--- config.mk ---
export PLATFORM = sky130hd
export DESIGN_NAME = bus_req_encoder_16_4
export DESIGN_NICKNAME = d
export VERILOG_FILES = /design/src/rtl/bus_req_encoder_16_4.sv
export SDC_FILE = /design/constraint.sdc
export NUM_CORES = 1
export LEC_CHECK = 0
export CAP_MARGIN = 20
export CORE_UTILIZATION = 44
export CTS_CLUSTER_SIZE = 10
export DETAILED_ROUTE_END_ITERATION = 10
export HOLD_SLACK_MARGIN = 0.06
export PLACE_DENSITY = 0.9
export SKIP_CTS_REPAIR_TIMING = 1
export SLEW_MARGIN = 0
export SYNTH_ARGS = -nofsm -noshare
export SYNTH_HDL_FRONTEND = slang
export SYNTH_SLANG_ARGS = --single-unit
--- constraint.sdc ---
create_clock -name clock -period 2.5 [get_ports clock]
set_input_delay 0.625 -clock clock [delete_from_list [all_inputs] [get_ports clock]]
set_output_delay 0.625 -clock clock [all_outputs]
set_load 0.01 [all_outputs]
--- src/rtl/bus_req_encoder_16_4.sv ---
// rtl/bus_req_encoder_16_4.sv - sequential 16-to-4 request encoder, lowest index first
module bus_req_encoder_16_4 #(
  parameter int IDX_W = 4,
  parameter int WIDTH = 16
) (
  input  logic             clock,
  input  logic             clear,
  input  logic             load,
  input  logic [WIDTH-1:0] req_in,
  output logic             out_valid,
  input  logic             out_ready,
  output logic [IDX_W-1:0] out_code,
  output logic             busy,
  output logic [WIDTH-1:0] pending,
  output logic             done
);

  typedef enum logic {
    IDLE = 1'b0,
    EMIT = 1'b1
  } state_t;

  state_t           state;
  state_t           state_nxt;
  logic [WIDTH-1:0] pending_nxt;
  logic [WIDTH-1:0] pending_drop;
  logic             done_nxt;
  logic [IDX_W-1:0] low_idx;

  // Priority encode the lowest set bit of the registered pending word.
  always_comb begin
    low_idx = '0;
    for (int i = WIDTH - 1; i >= 0; i--) begin
      if (pending[i]) begin
        low_idx = IDX_W'(i);
      end
    end
  end

  // Drop the lowest set bit: x & (x - 1) clears exactly the bit at low_idx.
  always_comb begin
    pending_drop = pending & (pending - WIDTH'(1));
  end

  // Next-state, next-pending and done pulse generation.
  always_comb begin
    state_nxt   = state;
    pending_nxt = pending;
    done_nxt    = 1'b0;
    case (state)
      IDLE: begin
        if (load) begin
          if (req_in != '0) begin
            pending_nxt = req_in;
            state_nxt   = EMIT;
          end else begin
            // An empty word completes immediately with nothing to emit.
            done_nxt = 1'b1;
          end
        end
      end
      EMIT: begin
        // Loads are ignored here; only consumer acceptance advances.
        if (out_ready) begin
          pending_nxt = pending_drop;
          if (pending_drop == '0) begin
            state_nxt = IDLE;
            done_nxt  = 1'b1;
          end
        end
      end
      default: begin
        state_nxt   = IDLE;
        pending_nxt = '0;
      end
    endcase
  end

  // State, pending word and done register with asynchronous clear.
  always_ff @(posedge clock or negedge clear) begin
    if (!clear) begin
      state   <= IDLE;
      pending <= '0;
      done    <= 1'b0;
    end else begin
      state   <= state_nxt;
      pending <= pending_nxt;
      done    <= done_nxt;
    end
  end

  // Outputs derive only from registered state, so no input reaches an output combinationally.
  always_comb begin
    out_valid = (state == EMIT);
    busy      = (state == EMIT);
    out_code  = (state == EMIT) ? low_idx : '0;
  end

endmodule

==> flow_metrics.py, run 1 <==
metrics = {
    "run_status": {
        "violations": "negative setup slack",
        "status": "complete, but fails checks",
    },
    "timing": {
        "worst_pin_slew_ns": 0.368,
        "hold_violations": 0,
        "relSlewSlack_pct": 75.3,
        "setup_tns_ns": -0.00485,
        "setup_viol": 1,
        "finClkSkew_ns": 0.00416,
        "min_period_ns": 2.50,
        "fin_ws_ns": -0.00485,
        "final-max-slew-violation-count": 0,
        "fmax_mhz": 399,
        "period_share_pct": 100,
        "whs_ns": 0.617,
        "rsz0062_at_grt": "yes",
    },
    "synthesis": {
        "ys_top_cells_by_area": "dfrtp_1 (37%), o21ai_0 (6.6%), a22o_1 (6.5%), nand2_1 (6.2%), mux2i_1 (5.0%)",
        "synth_top_area_share_pct": 37.2,
        "yosys.area.top_type": "dfrtp_1",
        "ys_seq_elements": 18,
        "synth_top_flop_cell": "dfrtp_1",
        "syn_inst": 147,
        "synthesis.nets": 167,
        "ys_types": 39,
        "synth_area_um2": 1210,
        "yosysSeqAreaShare_pct": 37.2,
        "yosys_warnings": 0,
        "syn_area_per_cell_um2": 8.23,
        "synth-edff-count": 0,
        "async_flop_share_pct": 100,
    },
    "power": {
        "vdd_drop_max_mv": 1.01,
        "power_mw": 2.54,
        "power_leakage_nw": 0.855,
        "power_density_nw_per_um2": 1340,
    },
    "floorplanning": {
        "dieArea_um2": 2960,
        "io_pins": 43,
        "start_util_pct": 47.5,
        "core_area_um2": 2540,
        "fp-row-count": 18,
        "dieHeight_um": 54.4,
        "die_x_um": 54.4,
    },
    "critical_path": {
        "endpoint_kind": "output port",
        "slowest_delay_ns": 0.56,
        "crit_required_ns": 1.88,
        "worstPathArrival_ns": 1.88,
        "cp_top_family": "simple AND/OR/NAND/NOR gates",
        "timing.rr.start": "pending[2]",
        "path_class": "reg -> out",
        "start_kind": "flop",
        "cp.buffers_inverters": 1,
        "cp_max_fo": 2,
        "crit_path_top_delay_cell": "or4_4",
        "cp_cell_sequence": "or4_4, or2_4, a311oi_2, buf_2",
        "crit_start": "pending[6]",
    },
    "place": {
        "hpwl_mm": 3.21,
        "place_ws_ns": -0.228,
        "placedCellCount": 237,
        "gp_congestion": 0.864,
        "place_area_um2": 1830,
        "port_buffers": 42,
    },
    "drt": {
        "vias": 1561,
        "wl_per_cell_um": 18.2,
        "drtAntennaViolNets": 0,
        "first_iter_violations": 94,
        "drt_pass1_iterations": 5,
        "drt-total-wl_mm": 4.41,
        "viasPerCell": 6.45,
        "drc": 0,
    },
    "cts": {
        "cts.path.max_buffers": 2,
        "cts_root_buf": "clkbuf_4",
        "clock_latency_ns": 0.30,
        "cts_buffers": 3,
        "clk_pin_slew_worst_paths_ns": 0.11,
        "cts_tree": "built",
        "htreeDepth": 1,
        "cts_sinks": 18,
    },
    "cells_and_area": {
        "final_nets": 233,
        "fin_util_pct": 74.6,
        "postLayoutCellArea_um2": 1900,
        "final_layout_size_suffix_gt1_share_pct": 20.8,
        "syn_to_final_growth_pct": 57.0,
        "finalNonFillerCells": 242,
        "antenna_cells": 0,
    },
    "min_path": {
        "min_from": "pending[15]",
        "hold_path_class": "reg -> reg",
    },
    "grt": {
        "grt_pass1_vias": 1396,
        "grt_start_max_net_pins": 20,
        "grt_antenna_before_repair": 0,
        "grt_pass1_wl_mm": 6.78,
        "grt.total_usage_pct": 32.5,
        "overflow": 0,
    },
    "flow_run": {
        "max_cap_viol_count": 0,
    },
}
## synthesized netlist by cell type (3+ instances only)
cell	number
o21ai_0	16
nand2_1	20
a22o_1	9
nor3_1	5
dfrtp_1	18
mux2i_1	6
o31ai_1	3
a21oi_1	5
nor2b_1	3
o21a_1	3
nor2_1	15
nor4_1	6
clkbuf_1	7
## registers in the layout (all words and copies together), names as in the netlist
register / count
done: 1
busy: 1
pending: 16
## metal layers
| metal | part of all wire [%] | track usage (%) | routed length [µm] |
|---|---|---|---|
| met5 | 0 | 0 | 0 |
| met4 | 2.2 | 14.1 | 99 |
| met3 | 11 | 1.94 | 484 |
| met2 | 49 | 55.1 | 2170 |
| met1 | 38 | 42.2 | 1650 |
## layout by cell type, fill, tap and decap left out, types with 2 or more instances in the layout
| master | netlist | final |
|---|---|---|
| inv_1 | 2 | 2 |
| o31ai_1 | 3 | 3 |
| dfrtp_1 | 18 | 18 |
| o21a_1 | 3 | 3 |
| a211oi_1 | 2 | 2 |
| buf_4 | 1 | 28 |
| nor2_1 | 15 | 14 |
| nand2_1 | 20 | 20 |
| nor4_1 | 6 | 5 |
| o21ai_0 | 16 | 15 |
| nor3_1 | 5 | 5 |
| a21oi_1 | 5 | 5 |
| clkdlybuf4s50_1 | 0 | 38 |
| dlymetal6s2s_1 | 0 | 2 |
| nor2b_1 | 3 | 3 |
| o22a_1 | 2 | 2 |
| mux2i_1 | 6 | 6 |
| a22o_1 | 9 | 9 |
| clkbuf_4 | 0 | 3 |
## power by group
group          leakage, nW  internal (mW)  total, mW  switching (mW)
clock               0.0210         0.0888      0.187          0.0979
combinational        0.601          0.921       1.85           0.931
sequential           0.233          0.405      0.503          0.0982
total                0.855           1.41       2.54            1.13
## cells by family (layout without fill, tap and decap cells)
kind of cell / count (synthesis) / in the layout / synth area share (%)
AOI/OAI and AO/OA: 48 / 48 / 27.0
buffers and inverters: 11 / 76 / 3.83
muxes: 6 / 6 / 4.96
and+or+nand+nor: 62 / 62 / 25.2
adders and majority gates: 2 / 2 / 1.76
DFF: 18 / 18 / 37.2
## area by class of cell
cell class,count,area (µm²)
clock buffer,4,36.3
timing repair buffer,70,626
multi-input combinational,118,742
fill,153,646
sequential,18,450
tap,30,37.5
inverter,2,7.51
## path summary, 6_finish.rpt
kind | to | slack [ns] | cells past startpoint
setup reg to reg | busy | 0.08 | 7
hold reg to reg | pending[15] | 0.62 | 2
hold / removal | pending[15] | 0.62 | 2
setup / recovery | out_code[3] | -0.005 | 4
max in group asynchronous | pending[15] | 1.65 | 2
min in group asynchronous | pending[11] | 0.64 | 2
## worst min-delay path, stage by stage (launching register included)
cell,delay (ns)
dfrtp_1,0.39
mux2i_1,0.08
a21oi_1,0.11
Note: power is estimated with default switching activity, not from simulation.
==> run 2: changes to the inputs <==
--- a/config.mk
+++ b/config.mk
@@ -7,7 +7,6 @@
 export LEC_CHECK = 0
 export CAP_MARGIN = 20
 export CORE_UTILIZATION = 44
-export CTS_CLUSTER_SIZE = 10
 export DETAILED_ROUTE_END_ITERATION = 10
 export HOLD_SLACK_MARGIN = 0.06
 export PLACE_DENSITY = 0.9
==> results of run 2 <==
No change in the layout: final DEF, timing and power equal those of run 1.
==> run 3: changes to the inputs <==
--- a/config.mk
+++ b/config.mk
@@ -5,7 +5,7 @@
 export SDC_FILE = /design/constraint.sdc
 export NUM_CORES = 1
 export LEC_CHECK = 0
-export CAP_MARGIN = 20
+export CAP_MARGIN = 15
 export CORE_UTILIZATION = 44
 export DETAILED_ROUTE_END_ITERATION = 10
 export HOLD_SLACK_MARGIN = 0.06
==> results of run 3 <==
No change in the layout: final DEF, timing and power equal those of run 1.
